--- src/rtl/jt51_logsin_pkg.sv ---
// jt51 log-sine stage: shared widths, pipeline bundle and the
// elaboration-time generator for the quarter-wave log-sine table.
package jt51_logsin_pkg;

    localparam int LOGSIN_W = 12;
    localparam int LOGATT_W = 13;
    localparam int PHASE_W  = 10;
    localparam int EG_W     = 10;
    localparam int ADDR_W   = 8;

    typedef struct packed {
        logic            v;
        logic            s;
        logic [EG_W-1:0] atten;
    } ctl_t;

    // Evaluated only with constant arguments, so the table is fixed.
    function automatic logic [LOGSIN_W-1:0] logsin_val(input int i);
        real x;
        real y;
        x = $sin((2.0 * i + 1.0) * 3.141592653589793 / 1024.0);
        y = -$ln(x) / $ln(2.0) * 256.0;
        return LOGSIN_W'($rtoi(y + 0.5));
    endfunction

endpackage

--- src/rtl/jt51_logsin_if.sv ---
// Operator-side bundle: phase/attenuation in, log attenuation out.
// master drives the request, slave (the log-sine block) the result.
interface jt51_logsin_if;
    import jt51_logsin_pkg::*;

    logic [PHASE_W-1:0]  phase;
    logic [EG_W-1:0]     eg_atten;
    logic                in_valid;
    logic [LOGATT_W-1:0] logatt;
    logic                sign;
    logic                out_valid;

    modport master (
        output phase, eg_atten, in_valid,
        input  logatt, sign, out_valid
    );

    modport slave (
        input  phase, eg_atten, in_valid,
        output logatt, sign, out_valid
    );

endinterface

--- src/rtl/jt51_logsin_rom.sv ---
// Quarter-wave -log2(sin) table with a cen-gated registered output;
// this register is the second pipeline stage.
module jt51_logsin_rom
    import jt51_logsin_pkg::*;
(
    input  logic                clk,
    input  logic                rst_n,
    input  logic                cen,
    input  logic [ADDR_W-1:0]   addr_i,
    output logic [LOGSIN_W-1:0] data_o
);

    logic [LOGSIN_W-1:0] rom [2**ADDR_W];
    logic [LOGSIN_W-1:0] data_q;
    logic [LOGSIN_W-1:0] data_d;

    for (genvar g = 0; g < 2**ADDR_W; g++) begin : g_rom
        localparam logic [LOGSIN_W-1:0] V = logsin_val(g);
        assign rom[g] = V;
    end

    assign data_d = rom[addr_i];

    always_ff @(posedge clk or negedge rst_n) begin
        if (!rst_n) begin
            data_q <= '0;
        end else if (cen) begin
            data_q <= data_d;
        end
    end

    assign data_o = data_q;

endmodule

--- src/rtl/jt51_logsin.sv ---
// jt51 log-sine stage: phase fold, table lookup and envelope add
// in a three-deep cen-gated pipeline.
module jt51_logsin
    import jt51_logsin_pkg::*;
(
    input logic          clk,
    input logic          rst_n,
    input logic          cen,
    jt51_logsin_if.slave bus
);

    logic [ADDR_W-1:0]   addr_q;
    logic [ADDR_W-1:0]   addr_d;
    ctl_t                s1_q;
    ctl_t                s1_d;
    ctl_t                s2_q;
    logic [LOGSIN_W-1:0] lsin;
    logic [LOGATT_W-1:0] logatt_q;
    logic [LOGATT_W-1:0] logatt_d;
    logic                sign_q;
    logic                vld_q;

    // Second half of each half-wave reads the table backwards.
    always_comb begin
        addr_d = bus.phase[8] ? ~bus.phase[7:0] : bus.phase[7:0];
        s1_d   = '{v: bus.in_valid, s: bus.phase[9], atten: bus.eg_atten};
    end

    always_ff @(posedge clk or negedge rst_n) begin
        if (!rst_n) begin
            addr_q <= '0;
            s1_q   <= '0;
        end else if (cen) begin
            addr_q <= addr_d;
            s1_q   <= s1_d;
        end
    end

    jt51_logsin_rom u_rom (
        .clk    (clk),
        .rst_n  (rst_n),
        .cen    (cen),
        .addr_i (addr_q),
        .data_o (lsin)
    );

    always_ff @(posedge clk or negedge rst_n) begin
        if (!rst_n) begin
            s2_q <= '0;
        end else if (cen) begin
            s2_q <= s1_q;
        end
    end

    // Worst case 2137 + 4092 fits in 13 bits, so no saturation.
    assign logatt_d = {1'b0, lsin} + {1'b0, s2_q.atten, 2'b00};

    always_ff @(posedge clk or negedge rst_n) begin
        if (!rst_n) begin
            logatt_q <= '0;
            sign_q   <= 1'b0;
            vld_q    <= 1'b0;
        end else if (cen) begin
            logatt_q <= logatt_d;
            sign_q   <= s2_q.s;
            vld_q    <= s2_q.v;
        end
    end

    assign bus.logatt    = logatt_q;
    assign bus.sign      = sign_q;
    assign bus.out_valid = vld_q;

endmodule
--- src/flat_wrapper.sv ---
// flat-port wrapper written by rule: the top's interface ports become plain ports
module jt51_logsin_flat import jt51_logsin_pkg::*;
  (clk, rst_n, cen, bus_phase, bus_eg_atten, bus_in_valid, bus_logatt, bus_sign, bus_out_valid);
  jt51_logsin_if bus_i ();
  input logic clk;
  input logic rst_n;
  input logic cen;
  input wire logic [$bits(bus_i.phase)-1:0] bus_phase;
  input wire logic [$bits(bus_i.eg_atten)-1:0] bus_eg_atten;
  input wire logic [$bits(bus_i.in_valid)-1:0] bus_in_valid;
  output wire logic [$bits(bus_i.logatt)-1:0] bus_logatt;
  output wire logic [$bits(bus_i.sign)-1:0] bus_sign;
  output wire logic [$bits(bus_i.out_valid)-1:0] bus_out_valid;
  assign bus_i.phase = bus_phase;
  assign bus_i.eg_atten = bus_eg_atten;
  assign bus_i.in_valid = bus_in_valid;
  assign bus_logatt = bus_i.logatt;
  assign bus_sign = bus_i.sign;
  assign bus_out_valid = bus_i.out_valid;
  jt51_logsin u_core (.clk(clk), .rst_n(rst_n), .cen(cen), .bus(bus_i));
endmodule
--- config.mk ---
export PLATFORM = sky130hd
export DESIGN_NAME = jt51_logsin_flat
export DESIGN_NICKNAME = d
export VERILOG_FILES = /design/src/rtl/jt51_logsin_pkg.sv /design/src/rtl/jt51_logsin_if.sv /design/src/rtl/jt51_logsin_rom.sv /design/src/rtl/jt51_logsin.sv /design/src/flat_wrapper.sv
export SDC_FILE = /design/constraint.sdc
export NUM_CORES = 1
export LEC_CHECK = 0
export ABC_AREA = 1
export BUFFER_PORTS_ARGS = -buffer_cell sky130_fd_sc_hd__buf_2
export CAP_MARGIN = 20
export CORE_UTILIZATION = 51
export CTS_BUF_LIST = sky130_fd_sc_hd__clkbuf_2
export DETAILED_ROUTE_END_ITERATION = 12
export GPL_ROUTABILITY_DRIVEN = 0
export GPL_TIMING_DRIVEN = 0
export PLACE_DENSITY = 0.74
export SLEW_MARGIN = 20
export SYNTH_ARGS = -nofsm -noshare
export SYNTH_HDL_FRONTEND = slang
export SYNTH_SLANG_ARGS = --single-unit
--- constraint.sdc ---
create_clock -name clk -period 3.1 [get_ports clk]
set_input_delay 0.62 -clock clk [delete_from_list [all_inputs] [get_ports clk]]
set_output_delay 0.62 -clock clk [all_outputs]
set_load 0.01 [all_outputs]
### After elaboration in Yosys (flattened, before gate mapping)

Memory sizes are Yosys's and may differ from the RTL's. A register that Yosys moved wholly into a read port is not among the register bits.
Cells that the tools add are included.

* output and inout port bits: 15
* word-level logic and storage cells: 16
* register bits: 47
* input bits: 24
* memories kept: 1
* bits in read-only memories: 3072

Memory list
* (no name shown): depth 256, width 12, rd ports 1, clocked after memory_dff 1, write ports 0, line jt51_logsin_rom.sv:22 `assign data_d = rom[addr_i];`

* reduce and logical (&&, ||, !) cells: 1
* bitwise logic cells: 2
* add/sub/neg operators: 1
* muxes and demuxes: 1

Operator list (number)
* adder 12 x 12 -> 13 bit: 1
* NOT 8 -> 9 bit: 1
* 2-to-1 mux 8 bit: 1
* NOT 8 bit: 1
* zero test 1 bit: 1

### Depth between registers and ports, before layout

* depth after elaboration: 2
* gate-level depth with buffers: 15

### Hierarchy

From an unflattened synthesis, not the netlist that was laid out.

* cell total of the unflattened synthesis: 748
* area, all modules: 4777.1 µm²

By module, submodules not included
* jt51_logsin_rom: instances 1, cells an instance 475, seq. area each 300.3 µm², area each 2468.6 µm²
* jt51_logsin: instances 1, cells an instance 273, seq. area each 1176.1 µm², area each 2308.5 µm²

### Worst setup path after synthesis

No wires, ideal clock.

* path kind: flip-flop to flip-flop
* from: reg u_core.addr_q[1]
* to: reg u_core.u_rom.data_q[3], in the netlist u_core.u_rom.data_o[3]
* arrival time: 1892 ps
* library setup time: 113 ps
* stages on the path, launching flop included: 15
* setup slack: 1095 ps
* buffers on the path: 1
* clock period less this slack: 2005 ps
* required time: 2987 ps
* path through: dfrtp_1 buf_2 inv_1 ha_1 inv_1 nand2_1 nand2_1 nand2_1 nand2_1 o21ai_0 nand2_1 nand2_1 nand3_1 nand2_1 inv_1

* cells in the longest elaborated chain, start to end: 1

RTL lines
* start: declaration: line jt51_logsin.sv:12 `logic [ADDR_W-1:0] addr_q;`
* start signal: assignment: line jt51_logsin.sv:34 `addr_q <= addr_d;`
* NOT 8 -> 9 bit (not written as such): line jt51_logsin_rom.sv:22
* end: declaration: line jt51_logsin_rom.sv:14 `logic [LOGSIN_W-1:0] data_q;`

Every way passes these cells.
A chain may end at the register's enable or synchronous reset.

### Worst setup path after layout

* from: reg u_core.addr_q[1]
* to: reg u_core.u_rom.data_q[0], in the netlist u_core.u_rom.data_o[0]

Same word-level chain as after synthesis.

==> run metrics <==
WL per Instance=roughly 17 µm; Post-CTS Hold Fix Bufs=0; Net Sw Frac=a little under half; vias in the first global route=5135; CTS clock-pin slew for the worst setup and hold paths=approximately 0.18 ns; crit share post-route=a little over nine tenths; most numerous cell in the Yosys netlist=nand2_1; final number of hold-violating endpoints=0; fmax=344 MHz; dominant cell type by area after synthesis=dfrtp_1; Clock power frac=between 10% and 20%; Mapped Nets=between 800 and 900; Sw Pwr=1.35 mW; fin crit period=2.90 ns; Vias/cell=slightly below 6; First-pass DRT Iterations=9; Critical Path End Type=register; first-pass GRT wire length=~26000 µm; Setup TNS=0 ns; Max-Cap Viols=0; Synth area leaders=dfrtp_1, nand2_1, ha_1; H-tree lvl count=3; Yosys cell types=39; yosys warns=0; Pint=~1.5 mW; skew final=0.0302 ns; core area=about 9300 µm²; Setup CP Type=reg2reg; routed vias=approximately 5500; area of the die=10100 µm²; Final HPWL DP=between 10000 and 15000 µm; largest net degree at the start of global routing=60; sequential power share=a little over a third; fin. max-slew vios=0; initial antenna violation count=0; unrepaired setup endpoints after global routing=no; Sink Count=~60; number of setup violations in the final report=0; maximum vdd drop=between 300 and 400 µV; Commonest cells post-synth=nand2_1, nand3_1, dfrtp_1; CP startpoint kind=register; Slew @ Worst Pin=around 0.88 ns; reg-to-reg slack, setup=between 0.15 and 0.2 ns; diodes inserted=0; Crit path required time=3.50 ns; ys async rst share=100%; port buffer count=37; hold_ws=0.115 ns; Die W=approximately 100 µm; row count=35; Max clock buf depth=2; DRC viols=0; share of layout cells above drive strength 1=between 10 and 15%; Starting Density=approximately 53%; status=complete, no violations; Max FO, Critical Path=8; relative slew slack=about two fifths; I/O pin count=39; syn_area_per_cell=around 6.6 µm²; Clk Latency, worst-skew pair=0.52 ns; starting DRC count in detailed routing=just over 900; r2r worst-path depth=13; Nets=about 850; Final ANT Viol Nets=0; Area Overhead vs Synth=8.75%; Logic pwr share=between 50% and 60%; Netlist Area Pre-Place=4930 µm²; origin of the critical flop-to-flop path=u_core.addr_q[1]$_DFFE_PN0P_; CTS Buf Count=9; PwrDens=530 nW/µm²; CTS tree=yes; overall routing resource usage=33.4%; post-synth top area share=between 20% and 30%; main flop type after synthesis=dfrtp_1; reg-to-reg endpoint=u_core.u_rom.data_o[0]$_DFFE_PN0P_; Synth Register Bits=59; final wirelength=between 15000 and 20000 µm; Worst Path Arrival=3.31 ns; Worst Hold Class=in2async; Post-Synthesis Cells=between 700 and 800; grt ovf=0; EDFF count, synth=0; Root Buffer=clkbuf_2; Die H=~100 µm; Pleak=approximately 2.9 nW; cts repair resizes=0; sequential element share of the synthesized area=29.9%; postcts setup bufs=0
critical path, stage by stage (launching register included):
cell     delay [ns]
dfrtp_1        0.58
buf_2          0.29
inv_1          0.24
ha_1           0.44
inv_1          0.28
nand2_4        0.12
nand3_1        0.10
o21ai_0        0.09
nand2_1        0.07
nand2_1        0.07
a21oi_1        0.29
nor2_1         0.07
nor2_1         0.10
nand2_1        0.06
how the worst max path moves through the flow:
stage,from,to
2_1_floorplan,u_core.addr_q[1]$_DFFE_PN0P_,u_core.u_rom.data_o[3]$_DFFE_PN0P_
3_3_place_gp,u_core.addr_q[1]$_DFFE_PN0P_,u_core.u_rom.data_o[0]$_DFFE_PN0P_
3_5_place_dp,u_core.addr_q[1]$_DFFE_PN0P_,u_core.u_rom.data_o[0]$_DFFE_PN0P_
4_1_cts,u_core.addr_q[1]$_DFFE_PN0P_,u_core.u_rom.data_o[0]$_DFFE_PN0P_
5_1_grt,u_core.addr_q[1]$_DFFE_PN0P_,u_core.u_rom.data_o[0]$_DFFE_PN0P_
6_report,u_core.addr_q[1]$_DFFE_PN0P_,u_core.u_rom.data_o[0]$_DFFE_PN0P_
metrics by stage:
step / utilization, % / cells / area (µm²) / total power, mW / setup slack, ns
after global placement: 56.8 / 918 / 5280 / 2.38 / 0.459
after floorplan: - / 752 / 4930 / 1.97 / 1.10
final: 57.8 / 934 / 5360 / 2.84 / 0.195
after CTS: 57.8 / 934 / 5360 / 2.78 / 0.431
after detailed placement: 56.9 / 918 / 5280 / 2.40 / 0.461
after global routing: 57.8 / 934 / 5360 / 3.02 / 0.110
power by group through the flow:
stage	combinational, mW	sequential (mW)	clock (mW)
floorplan	0.953	1.02	0
global placement	1.37	1.01	0
detailed placement	1.38	1.02	0
CTS	1.39	1.00	0.395
global route	1.58	1.02	0.425
finish	1.46	1.00	0.381
final cells by class:
cell class,instances,area (µm²)
Timing Repair Buffer,37,188
Multi-Input combinational cell,598,3000
Buffer,37,231
Fill cell,938,3920
Sequential cell,59,1480
Tap cell,129,161
Clock buffer,10,50.0
Inverter,58,220
Clock inverter,6,32.5
metal layers:
layer	track usage, %	routed length [µm]
met1	44.2	6200
met2	49.7	6750
met3	10.3	2120
met4	16.2	880
met5	0	0
registers in the layout, indices dropped and copies added (netlist names):
name	count
u_core.s1_q	12
u_core.s2_q	12
u_core.u_rom.data_o	12
u_core.bus.sign	1
u_core.bus.logatt	13
u_core.bus.out_valid	1
u_core.addr_q	8
cells by family (layout without fill, tap and decap cells):
kind of cell               Yosys count  in the layout  share of synthesized area [%]
and+or+nand+nor                    431            431                           37.4
AOI/OAI and AO/OA                  129            129                           14.5
buffers and inverters               95            148                           9.16
xor gates and xnor gates            10             10                           1.78
adders and majority gates           28             28                           7.26
DFF                                 59             59                           29.9
placed cells by master (no fill, tap or decap), types with 3 or more instances in the layout:
cell and count:
a21oi_1 42, a31oi_1 7, buf_2 49, buf_4 3, buf_6 7, clkbuf_1 12, clkbuf_2 10, dfrtp_1 59
ha_1 27, inv_1 52, inv_2 5, nand2_1 288, nand2_4 8, nand3_1 63, nand4_1 6, nor2_1 49
nor2_4 4, nor3_1 4, o211ai_1 10, o21ai_0 56, or2_2 4, xnor2_1 10
No activity file was read; power rests on OpenSTA's default activity.
